<file path="src/rtl/bram_pkg.sv">
// Shared constants and types for the 32x4 block RAM sequential writer.
// Pure declarations with no logic, so it adds no latency and has no backpressure.
package bram_pkg;

    localparam int ADDR_W = 5;
    localparam int DATA_W = 4;
    localparam int DEPTH  = 32;

    typedef logic [ADDR_W-1:0] addr_t;
    typedef logic [DATA_W-1:0] data_t;
    typedef logic [ADDR_W:0]   cnt_t;

    typedef enum logic [2:0] {IDLE, WRITE, VERIFY, CHECK, FINISH} state_t;

    // Lengths above the RAM depth would write some addresses twice, so cap them.
    function automatic cnt_t clamp_len(input cnt_t l);
        return (l > cnt_t'(DEPTH)) ? cnt_t'(DEPTH) : l;
    endfunction

endpackage

</file>
<file path="src/rtl/bram_addr_gen.sv">
// Address pointer and down-counter for one sweep over the RAM, wrapping modulo DEPTH.
// The pointer and count update one cycle after load or step; last is decoded combinationally from the count.
// There is no handshake: the owner pulses step once for each address it consumes.
module bram_addr_gen
    import bram_pkg::*;
(
    input  logic              clk,
    input  logic              rst,
    input  logic              load,
    input  logic              step,
    input  logic [ADDR_W-1:0] base,
    input  logic [ADDR_W:0]   count,
    output logic [ADDR_W-1:0] ptr,
    output logic              last
);

    cnt_t remaining;

    always_ff @(posedge clk or posedge rst) begin
        if (rst) begin
            ptr       <= '0;
            remaining <= '0;
        end else if (load) begin
            ptr       <= base;
            remaining <= count;
        end else if (step) begin
            ptr       <= ptr + 1'b1;
            remaining <= remaining - 1'b1;
        end
    end

    assign last = (remaining == cnt_t'(1));

endmodule

</file>
<file path="src/rtl/bram_seq_writer.sv">
// Writes a valid/ready stream of words to consecutive RAM addresses starting at a programmable base.
// There is one cycle from each accepted word to its registered RAM write; done follows the last write by one cycle.
// in_ready is high throughout WRITE, so the source sets the pace. Readback check: BRAM_SEQ_WRITER_VERIFY_EN.
module bram_seq_writer
    import bram_pkg::*;
(
    input  logic              clk,
    input  logic              rst,
    input  logic              start,
    input  logic [ADDR_W-1:0] base_addr,
    input  logic [ADDR_W:0]   len,
    input  logic              in_valid,
    input  logic [DATA_W-1:0] in_data,
    output logic              in_ready,
    output logic              bram_we,
    output logic [ADDR_W-1:0] bram_addr,
    output logic [DATA_W-1:0] bram_w_data,
    input  logic [DATA_W-1:0] bram_r_data,
    output logic              busy,
    output logic              done,
    output logic [ADDR_W:0]   wr_count,
    output logic              verify_err
);

    state_t state, state_nxt;
    logic   hs;
    logic   gen_load, gen_step, gen_last;
    addr_t  gen_base, gen_ptr;
    cnt_t   gen_count;

`ifdef BRAM_SEQ_WRITER_VERIFY_EN
    addr_t base_q;
    cnt_t  len_q;
    data_t wr_sum, rd_sum;
    logic  rd_v1, rd_v2, ve_q;
`endif

    assign in_ready = (state == WRITE);
    assign hs       = in_valid & in_ready;
    assign busy     = (state != IDLE);

    bram_addr_gen u_addr_gen (
        .clk   (clk),
        .rst   (rst),
        .load  (gen_load),
        .step  (gen_step),
        .base  (gen_base),
        .count (gen_count),
        .ptr   (gen_ptr),
        .last  (gen_last)
    );

    always_comb begin
        state_nxt = state;
        gen_load  = 1'b0;
        gen_step  = 1'b0;
        gen_base  = base_addr;
        gen_count = clamp_len(len);
        case (state)
            IDLE: begin
                if (start) begin
                    gen_load  = 1'b1;
                    state_nxt = (gen_count == '0) ? FINISH : WRITE;
                end
            end
            WRITE: begin
                if (in_valid) begin
                    if (gen_last) begin
`ifdef BRAM_SEQ_WRITER_VERIFY_EN
                        // Reload the same window for the readback sweep.
                        gen_load  = 1'b1;
                        gen_base  = base_q;
                        gen_count = len_q;
                        state_nxt = VERIFY;
`else
                        state_nxt = FINISH;
`endif
                    end else begin
                        gen_step = 1'b1;
                    end
                end
            end
`ifdef BRAM_SEQ_WRITER_VERIFY_EN
            VERIFY: begin
                gen_step = 1'b1;
                if (gen_last) state_nxt = CHECK;
            end
            CHECK: begin
                if (!rd_v1) state_nxt = FINISH;
            end
`endif
            FINISH:  state_nxt = IDLE;
            default: state_nxt = IDLE;
        endcase
    end

    always_ff @(posedge clk or posedge rst) begin
        if (rst) begin
            state       <= IDLE;
            bram_we     <= 1'b0;
            bram_addr   <= '0;
            bram_w_data <= '0;
            done        <= 1'b0;
            wr_count    <= '0;
        end else begin
            state   <= state_nxt;
            done    <= (state == FINISH);
            bram_we <= hs;
            if (hs) begin
                bram_addr   <= gen_ptr;
                bram_w_data <= in_data;
                wr_count    <= wr_count + 1'b1;
            end
            if (state == IDLE && start) wr_count <= '0;
`ifdef BRAM_SEQ_WRITER_VERIFY_EN
            if (state == VERIFY) bram_addr <= gen_ptr;
`endif
        end
    end

`ifdef BRAM_SEQ_WRITER_VERIFY_EN
    // A read issued in VERIFY returns two cycles later: one cycle for the address register, one for the RAM.
    always_ff @(posedge clk or posedge rst) begin
        if (rst) begin
            base_q <= '0;
            len_q  <= '0;
            wr_sum <= '0;
            rd_sum <= '0;
            rd_v1  <= 1'b0;
            rd_v2  <= 1'b0;
            ve_q   <= 1'b0;
        end else begin
            rd_v1 <= (state == VERIFY);
            rd_v2 <= rd_v1;
            if (state == IDLE && start) begin
                base_q <= base_addr;
                len_q  <= clamp_len(len);
                wr_sum <= '0;
                rd_sum <= '0;
                ve_q   <= 1'b0;
            end
            if (hs)    wr_sum <= wr_sum ^ in_data;
            if (rd_v2) rd_sum <= rd_sum ^ bram_r_data;
            // The last read word is still on bram_r_data, so fold it into the compare directly.
            if (state == CHECK && !rd_v1) ve_q <= ((rd_sum ^ bram_r_data) != wr_sum);
        end
    end

    assign verify_err = ve_q;
`else
    logic unused_r_data;
    assign unused_r_data = ^bram_r_data;
    assign verify_err    = 1'b0;
`endif

endmodule
</file>
<file path="config.mk">
export PLATFORM = sky130hd
export DESIGN_NAME = bram_seq_writer
export DESIGN_NICKNAME = d
export VERILOG_FILES = /design/src/rtl/bram_pkg.sv /design/src/rtl/bram_addr_gen.sv /design/src/rtl/bram_seq_writer.sv
export SDC_FILE = /design/constraint.sdc
export NUM_CORES = 1
export LEC_CHECK = 0
export BUFFER_PORTS_ARGS = -buffer_cell sky130_fd_sc_hd__buf_2
export CAP_MARGIN = 5
export CORE_UTILIZATION = 50
export DETAILED_ROUTE_END_ITERATION = 10
export GPL_ROUTABILITY_DRIVEN = 0
export PLACE_DENSITY_LB_ADDON = 0.3
export SLEW_MARGIN = 40
export SYNTH_ARGS = -nofsm -noshare
export SYNTH_HDL_FRONTEND = slang
export SYNTH_SLANG_ARGS = --single-unit
</file>
<file path="constraint.sdc">
create_clock -name clk -period 2.57 [get_ports clk]
set_clock_uncertainty 0.05 [all_clocks]
set_input_delay 0.3855 -clock clk [delete_from_list [all_inputs] [get_ports clk]]
set_output_delay 0.3855 -clock clk [all_outputs]
set_load 0.02 [all_outputs]
</file>
==> flow_summary_export.csv <==
group,metric,value,unit
run_status,outcome,"finished clean",
clocking,cts_tree,"yes",
final_layout,final_cell_area,1750,µm²
placement,io_buffers,37,
setup_path,crit_type,"flop to flop",
drt,drtAntennaViolNets,0,
drt,wl,2.99,mm
logic_synthesis,ys_seq_elements,30,
global_route,grt_first_pass_wirelength,5.02,mm
clocking,numCtsBuffers,5,
sta,fin_crit_sh,76.0,%
sta,fmax,512,MHz
sta,rsz0062_at_grt,"false",
drt,dr.pass1.iters,4,
logic_synthesis,yosysUniqueCellTypes,38,
setup_path,reg2reg_slack,0.62,ns
global_route,grt_usage,20.8,%
clocking,clock-sinks,30,
floorplanning,dieArea,3150,µm²
global_route,grt_start_max_net_pins,31,
setup_path,timing.rr.start,"u_addr_gen.remaining[0]",
global_route,overflow,0,
pwr,ir_drop,0.710,mV
setup_path,endpoint_kind,"flop",
sta,finalSetupViolCount,0,
sta,fin_setup_tns,0,ns
drt,vias,1242,
floorplanning,dieHeight,56.1,µm
global_route,grt_antenna_before_repair,0,
sta,hold_viol,0,
clocking,cts_hold_buf,0,
clocking,cts_root_buf,"clkbuf_4",
setup_path,startpoint_type,"flop",
sta,slew_viol_final,0,
drt,drc,0,
logic_synthesis,syn-num-nets,183,
setup_path,worstPathMaxFanout,7,
floorplanning,pin_count,43,
worst_hold_path,worstHoldPathType,"primary input to asynchronous set/reset pin",
setup_path,worst-endpoint-arrival,2.13,ns
final_layout,n_fill_cell,250,
clocking,post_cts_buffers,0,
pwr,power_leakage,0.000888,µW
logic_synthesis,seq_area_frac_synth,51.2,%
logic_synthesis,syn_avg_cell_area,9.39,µm²
final_layout,diodes,0,
setup_path,worstPathRequired,2.75,ns
clocking,cts_buffer_depth,2,
clocking,cts_resized,0,
pwr,power.density,1130,nW/µm²
placement,place_area,1680,µm²
final_layout,drive_gt1_share,27.8,%
setup_path,ff2ff_path_depth,5,
global_route,grt_pass1_vias,1151,
flow_run,drv_cap,0,
clocking,clk_latency,0.33,ns
setup_path,r2r_end,"u_addr_gen.ptr[3]",
floorplanning,die_x,56.1,µm
floorplanning,fp-row-count,19,
drt,avgRoutedWirePerCell,13.1,µm
logic_synthesis,ys_warn_count,0,
sta,min_period,1.95,ns
logic_synthesis,syn-cell-area,1470,µm²
logic_synthesis,syn_inst,156,
drt,drt_iter0_markers,26,
placement,hpwl,2.18,mm
floorplanning,core-area,2760,µm²
floorplanning,initial_core_util,53.1,%
clocking,clk_pin_slew_worst_paths,0.10,ns
final_layout,nets,224,
final_layout,area_delta_synth_final,19.1,%
drt,avgViaCountPerCell,5.42,
setup_path,crit_start,"u_addr_gen.remaining[0]",
clocking,cts_max_level,2,
==> cells in the mapped netlist, drive strengths merged <==
master | number | area, µm²
inv | 7 | 26.3
nor2 | 12 | 45.0
nor4 | 1 | 6.26
nor2b | 3 | 18.8
and3 | 1 | 6.26
a21oi | 5 | 28.8
xor2 | 6 | 52.6
or3b | 1 | 8.76
mux2 | 1 | 11.3
o32ai | 1 | 8.76
nand2 | 38 | 143
o21ai | 3 | 18.8
a32oi | 2 | 17.5
a221o | 1 | 10.0
or3 | 2 | 12.5
ha | 4 | 50.1
xnor2 | 1 | 8.76
nand2b | 1 | 6.26
o211ai | 2 | 15.0
conb | 1 | 3.75
nand4 | 3 | 18.8
dfrtp | 30 | 751
clkbuf | 2 | 7.51
a211oi | 2 | 15.0
a211o | 1 | 8.76
o311ai | 2 | 17.5
nand3 | 8 | 40.0
or2 | 1 | 6.26
nand3b | 1 | 20.0
a22o | 1 | 8.76
nor3 | 5 | 30.0
a31oi | 1 | 6.26
buf | 5 | 30.0
o31ai | 1 | 7.51
==> metrics by stage <==
step / utilization (%) / cells / hold WS (ns) / worst slack, ns / total power, µW
after global placement: 61.0 / 221 / 0.403 / 0.665 / 1640
after global routing: 63.3 / 229 / 0.0751 / 0.485 / 2120
after floorplan: - / 156 / 0.409 / 0.773 / 1420
after detailed placement: 61.0 / 221 / 0.407 / 0.636 / 1680
after CTS: 63.3 / 229 / 0.0641 / 0.612 / 1980
final: 63.3 / 229 / 0.0610 / 0.616 / 1970
==> kinds of logic (layout without fill, tap and decap cells) <==
group                    Yosys count  after routing  share of synthesized area (%)
adder cells (fa/ha/maj)            4              4                           3.42
multiplexers                       1              1                          0.769
AO/OA/AOI/OAI                     22             22                           11.1
XOR/XNOR                           7              7                           4.18
AND/OR/NAND/NOR                   77             77                           24.7
flip-flops                        30             30                           51.2
buffers and inverters             14             56                           4.36
other                              1              1                          0.256
==> critical path, stage by stage (launching register included) <==
cell     delay, ns
dfrtp_1       0.44
ha_1          0.23
nor2b_1       0.16
a21oi_2       0.29
mux2_2        0.38
a221o_1       0.30
==> metal layers <==
metal  routed length [µm]  track usage (%)  vias to the layer above
met5                    0                0                        -
met4                   70             10.5                        0
met3                  152             4.88                        7
met2                 1510             34.9                       35
met1                 1260             24.8                      586
li1                     -                -                      614
==> power breakdown <==
| group | leakage [µW] | switching (µW) | internal [µW] |
|---|---|---|---|
| Sequential | 0.000374 | 166 | 661 |
| Clock | 0.0000343 | 170 | 131 |
| Combinational | 0.000480 | 515 | 327 |
==> cells in the final DEF, fill, tap and decap left out, drive strengths merged, types with 2 or more instances in the layout <==
master	n
o311ai	2
nand2	38
or3	2
nor2b	3
a21oi	5
nand3	8
dfrtp	30
xor2	6
clkbuf	6
inv	7
a32oi	2
ha	4
buf	41
o21ai	3
nor2	12
nand4	3
o211ai	2
a211oi	2
nor3	5
==> worst max-delay path by stage <==
stage,to,cells past startpoint
floorplan,u_addr_gen.ptr[3],5
global placement,u_addr_gen.ptr[3],5
detailed placement,u_addr_gen.ptr[3],5
CTS,u_addr_gen.ptr[3],5
global route,u_addr_gen.ptr[3],5
finish,u_addr_gen.ptr[3],5
==> final cells by class <==
class	count	area (µm²)	area share (%)
Tap cell	31	38.8	2.22
Inverter	7	26.3	1.51
Multi-Input combinational cell	112	651	37.3
Clock buffer	6	51.3	2.94
Timing Repair Buffer	41	215	12.3
Sequential cell	30	751	43.0
Clock inverter	2	12.5	0.717
==> sequential cells by signal, indices dropped and copies added (netlist names) <==
signal / cells
done: 1
wr_count: 6
state: 2
bram_addr: 5
bram_we: 1
u_addr_gen.remaining: 6
bram_w_data: 4
u_addr_gen.ptr: 5
Power figures use the tool's default switching activity.
